$ cat src/rtl/imem_responder_if.sv
// Fetch request/response and program-load signal bundle for imem_responder.
interface imem_responder_if #(
   parameter int AW = 6,
   parameter int DW = 32
);
   logic          req_valid;
   logic [AW-1:0] req_addr;
   logic          req_ready;
   logic          rsp_valid;
   logic [DW-1:0] rsp_data;
   logic [AW-1:0] rsp_addr;
   logic          rsp_ready;
   logic          prog_we;
   logic [AW-1:0] prog_addr;
   logic [DW-1:0] prog_data;

   modport master (
      output req_valid, req_addr, rsp_ready, prog_we, prog_addr, prog_data,
      input  req_ready, rsp_valid, rsp_data, rsp_addr
   );

   modport slave (
      input  req_valid, req_addr, rsp_ready, prog_we, prog_addr, prog_data,
      output req_ready, rsp_valid, rsp_data, rsp_addr
   );
endinterface

$ cat src/rtl/imem_responder.sv
// Instruction memory with 1-cycle fetch latency into a 2-entry response FIFO.
module imem_responder #(
   parameter int AW    = 6,
   parameter int DW    = 32,
   parameter int DEPTH = 2**AW
) (
   input  logic             clk,
   input  logic             reset,
   imem_responder_if.slave  bus
);
   typedef struct packed {
      logic [AW-1:0] addr;
      logic [DW-1:0] data;
   } ent_t;

   logic [DW-1:0] mem [DEPTH];
   ent_t          slot [2];
   ent_t          last_q;
   ent_t          head;
   logic          wptr, rptr;
   logic [1:0]    count;
   logic          push, pop;

   // Gating with reset keeps req_ready low while held in reset even though count=0.
   assign bus.req_ready = reset && (count != 2'd2);
   assign bus.rsp_valid = (count != 2'd0);
   assign push          = bus.req_valid && bus.req_ready;
   assign pop           = bus.rsp_valid && bus.rsp_ready;

   // When empty, show the last popped entry so outputs hold their final value.
   assign head         = (count != 2'd0) ? slot[rptr] : last_q;
   assign bus.rsp_data = head.data;
   assign bus.rsp_addr = head.addr;

   // Storage array is intentionally not reset; a same-edge write is not seen by the read.
   always_ff @(posedge clk) begin
      if (bus.prog_we) mem[bus.prog_addr] <= bus.prog_data;
   end

   always_ff @(posedge clk or negedge reset) begin
      if (!reset) begin
         slot[0] <= '0;
         slot[1] <= '0;
         last_q  <= '0;
         wptr    <= 1'b0;
         rptr    <= 1'b0;
         count   <= 2'd0;
      end else begin
         if (push) begin
            slot[wptr] <= '{addr: bus.req_addr, data: mem[bus.req_addr]};
            wptr       <= ~wptr;
         end
         if (pop) begin
            last_q <= slot[rptr];
            rptr   <= ~rptr;
         end
         case ({push, pop})
            2'b10:   count <= count + 2'd1;
            2'b01:   count <= count - 2'd1;
            default: count <= count;
         endcase
      end
   end
endmodule

$ cat src/flat_wrapper.sv
// flat-port wrapper written by rule: the top's interface ports become plain ports
module imem_responder_flat 
#(
   parameter int AW    = 6,
   parameter int DW    = 32,
   parameter int DEPTH = 2**AW
)
  (clk, reset, bus_req_valid, bus_req_addr, bus_rsp_ready, bus_prog_we, bus_prog_addr, bus_prog_data, bus_req_ready, bus_rsp_valid, bus_rsp_data, bus_rsp_addr);
  imem_responder_if #(.AW(AW), .DW(DW)) bus_i ();
  input  logic clk;
  input  logic reset;
  input wire logic [$bits(bus_i.req_valid)-1:0] bus_req_valid;
  input wire logic [$bits(bus_i.req_addr)-1:0] bus_req_addr;
  input wire logic [$bits(bus_i.rsp_ready)-1:0] bus_rsp_ready;
  input wire logic [$bits(bus_i.prog_we)-1:0] bus_prog_we;
  input wire logic [$bits(bus_i.prog_addr)-1:0] bus_prog_addr;
  input wire logic [$bits(bus_i.prog_data)-1:0] bus_prog_data;
  output wire logic [$bits(bus_i.req_ready)-1:0] bus_req_ready;
  output wire logic [$bits(bus_i.rsp_valid)-1:0] bus_rsp_valid;
  output wire logic [$bits(bus_i.rsp_data)-1:0] bus_rsp_data;
  output wire logic [$bits(bus_i.rsp_addr)-1:0] bus_rsp_addr;
  assign bus_i.req_valid = bus_req_valid;
  assign bus_i.req_addr = bus_req_addr;
  assign bus_i.rsp_ready = bus_rsp_ready;
  assign bus_i.prog_we = bus_prog_we;
  assign bus_i.prog_addr = bus_prog_addr;
  assign bus_i.prog_data = bus_prog_data;
  assign bus_req_ready = bus_i.req_ready;
  assign bus_rsp_valid = bus_i.rsp_valid;
  assign bus_rsp_data = bus_i.rsp_data;
  assign bus_rsp_addr = bus_i.rsp_addr;
  imem_responder #(.AW(AW), .DW(DW), .DEPTH(DEPTH)) u_core (.clk(clk), .reset(reset), .bus(bus_i));
endmodule
$ cat config.mk
export PLATFORM = sky130hd
export DESIGN_NAME = imem_responder_flat
export DESIGN_NICKNAME = d
export VERILOG_FILES = /design/src/rtl/imem_responder_if.sv /design/src/rtl/imem_responder.sv /design/src/flat_wrapper.sv
export SDC_FILE = /design/constraint.sdc
export NUM_CORES = 2
export LEC_CHECK = 0
export CORE_MARGIN = 5
export CORE_UTILIZATION = 55
export DETAILED_ROUTE_END_ITERATION = 12
export PLACE_DENSITY = 0.76
export REMOVE_ABC_BUFFERS = 1
export SYNTH_ARGS = -nofsm -noshare
export SYNTH_HDL_FRONTEND = slang
export SYNTH_SLANG_ARGS = --single-unit
$ cat constraint.sdc
create_clock -name clk -period 5.9 [get_ports clk]
set_input_delay 1.77 -clock clk [delete_from_list [all_inputs] [get_ports clk]]
set_output_delay 1.77 -clock clk [all_outputs]
set_load 0.01 [all_outputs]
==> flow_summary_export.csv <==
group,metric,value,unit
clocking,ctsHoldBuffers,0,
synthesis,netlist_instances,4195,
worst_setup_path,rr_worst_depth,7,
timing,setup_viol,0,
synthesis,yosys_warnings,0,
timing,report.final.hold_viol_count,0,
placement,io_buffers,88,
global_routing,antenna_found_initial,15,
floorplan,die-area,161000,um^2
detailed_routing,dr.pass1.iters,8,
worst_setup_path,r2r_start,"u_core.count[1]",
synthesis,syn_avg_cell_area,20.0,um^2
detailed_routing,drcViolationCount,0,
detailed_routing,postRouteAntennaNets,0,
clocking,numCtsBuffers,204,
clocking,post_cts_buffers,0,
timing,max_freq,192,MHz
global_routing,grt_pass1_wl,311000,um
worst_setup_path,crit_type,"reg2out",
floorplan,fp-row-count,143,
timing,slew_headroom,0.140,
clocking,cts.clk_slew.worst_paths,60,ps
clocking,clk_root_buffer_cell,"clkbuf_16",
synthesis,ys_types,58,
timing,fin_crit_sh,0.883,
cells_and_area,layout.nets,4495,
hold_path,hold_path_class,"reg2reg",
global_routing,grt_util_all_layers,0.266,
synthesis,yosys-top-cells-area,"edfxtp_1 (73%), mux4_2 (9.1%), mux2i_1 (5.9%), dfrtp_1 (3.5%), a22oi_1 (1.6%)",
synthesis,ys_seq_area_frac,0.766,
worst_setup_path,critPathRequiredTime,4130,ps
worst_setup_path,cp-start-kind,"flop",
worst_setup_path,endpoint_kind,"output pin",
synthesis,async_reset_ff_frac,0.0545,
worst_setup_path,r2r_slack,3000,ps
clocking,cts_max_level,4,
clocking,cts_resized,0,
worst_setup_path,crit_fanout,33,
cells_and_area,syn_to_final_growth,13.1,%
flow_run,cap_violations,0,
cells_and_area,fin_cells,6654,
synthesis,synth-seq-cells,2166,
placement,dp_hpwl,128000,um
floorplan,core_area,152000,um^2
floorplan,die_x,401,um
clocking,cts_sinks,2166,
timing,grt_setup_unrepaired,"false",
detailed_routing,drt_iter0_drc,6550,
synthesis,synth_area_leader_cell,"edfxtp_1",
run_status,outcome,"finished, final reports clean",
timing,drv_slew,0,
synthesis,synthFlopType,"edfxtp_1",
global_routing,grt_pass1_vias,43700,
timing,post-route-min-period,5210,ps
synthesis,synth_edf_count,2048,
placement,place.gp.congestion,0.858,
synthesis,yosysMostFrequentCell,"edfxtp_1",
timing,fin_skew,40.2,ps
floorplan,num_io_pins,89,
floorplan,start_util,0.554,
clocking,worstSkewPairLatency,840,ps
clocking,cts_max_path_buffers,3,
floorplan,fp.dieH,401,um
clocking,cts_tree,"built",
hold_path,hold_path.startpoint,"u_core.slot[74]",
detailed_routing,wl_per_cell,32.3,um
cells_and_area,drive_gt1_frac,0.211,
power,leakage,31.6,nW
placement,place_inst,6269,
synthesis,yosys-top-cells-count,"edfxtp_1 (2,048), mux2i_1 (498), mux4_2 (339)",
hold_path,min_path_cells,2,
synthesis,syn_area,84100,um^2
worst_setup_path,worstReg2RegEnd,"u_core.count[1]",
hold_path,whs_endpoint,"u_core.slot[74]",
global_routing,gr-total-overflow,0,
detailed_routing,drt_wl_total,215000,um
global_routing,grt_max_degree,80,
timing,setup_tns,0,ps
detailed_routing,avgViaCountPerCell,6.60,
detailed_routing,num_vias,43900,
synthesis,synth_top_area_frac,0.731,
timing,tightest_slew,1270,ps
power,p_per_area,359,nW/um^2
power,irDropWorstVdd,0.313,mV
worst_setup_path,cp.arrival,3440,ps
[area by class of cell]
class	instances	area (um^2)
inverter	8	30.0
tap	2030	2540
sequential	2166	64500
timing repair buffer	286	2650
antenna	7	17.5
clock buffer	268	5550
multi-input combinational	1779	18800
clock inverter	110	1110
fill	9956	56800
[sequential cells by signal, indices dropped and copies added (netlist names)]
name / count
u_core.rptr: 1
u_core.wptr: 1
u_core.count: 2
u_core.mem: 2048
u_core.last_q: 38
u_core.slot: 76
[worst max-delay path by stage]
stage	startpoint	slack [ps]	cells after the start	endpoint
after floorplan	bus_prog_we	1010	3	u_core.mem[48][0]
after global placement	bus_req_addr[4]	860	7	u_core.slot[2]
after detailed placement	bus_req_addr[4]	840	7	u_core.slot[12]
after CTS	u_core.count[1]	710	6	bus_rsp_data[30]
after global routing	u_core.count[1]	580	6	bus_rsp_data[12]
final	u_core.rptr	690	4	bus_rsp_data[26]
[cells in the final DEF, fill, tap and decap left out, types with 34 or more instances in the layout]
cell	instances
a22oi_1	183
clkbuf_1	47
clkinv_2	35
clkbuf_16	207
nor2_4	63
edfxtp_1	2048
a211o_1	40
nand2_1	111
o21ai_0	43
dfrtp_1	117
mux2i_1	498
a31oi_1	77
nand3_1	73
buf_4	164
a21oi_1	56
buf_12	34
nor2_1	107
clkdlybuf4s50_1	51
mux4_2	339
[per-layer routing]
metal | up-vias | GRT usage | share of wire
li1 | 17800 | - | -
met1 | 22800 | 0.371 | 0.37
met2 | 2931 | 0.410 | 0.47
met3 | 434 | 0.0756 | 0.12
met4 | 6 | 0.0915 | 0.036
met5 | - | 0 | 0.00015
[critical path, stage by stage (launching register included)]
cell,delay (ps)
dfrtp_2,340
buf_4,610
mux2i_1,860
a21oi_1,210
clkdlybuf4s50_1,540
[power breakdown]
part           total (mW)  internal [mW]  switching [mW]  leakage [nW]
combinational        3.67           1.42            2.25          8.52
sequential           17.6           17.3           0.251          19.9
clock                12.9           7.27            5.66          3.22
[kinds of logic (layout without fill, tap and decap cells)]
| kind of cell | after synthesis | in the layout | synth area share |
|---|---|---|---|
| AND/OR/NAND/NOR | 437 | 437 | 0.0239 |
| AO/OA/AOI/OAI | 483 | 483 | 0.0404 |
| adder cells (fa/ha/maj) | 1 | 1 | 0.000149 |
| flip-flops | 2166 | 2166 | 0.766 |
| other | 0 | 7 | 0 |
| multiplexers | 854 | 854 | 0.152 |
| XOR/XNOR | 4 | 4 | 0.000416 |
| buffers and inverters | 250 | 672 | 0.0165 |
[through the flow]
| stage | instance area [um^2] | hold slack [ps] | setup WS, ps | power (mW) | utilization |
|---|---|---|---|---|---|
| finish | 95200 | 476 | 690 | 34.2 | 0.626 |
| global route | 95100 | 506 | 575 | 35.2 | 0.626 |
| CTS | 95100 | 479 | 706 | 34.2 | 0.626 |
| detailed placement | 88500 | 463 | 841 | 21.5 | 0.582 |
| global placement | 88500 | 459 | 862 | 21.4 | 0.582 |
| floorplan | 82700 | 445 | 1010 | 19.4 | - |
Power figures use the tool's default switching activity.
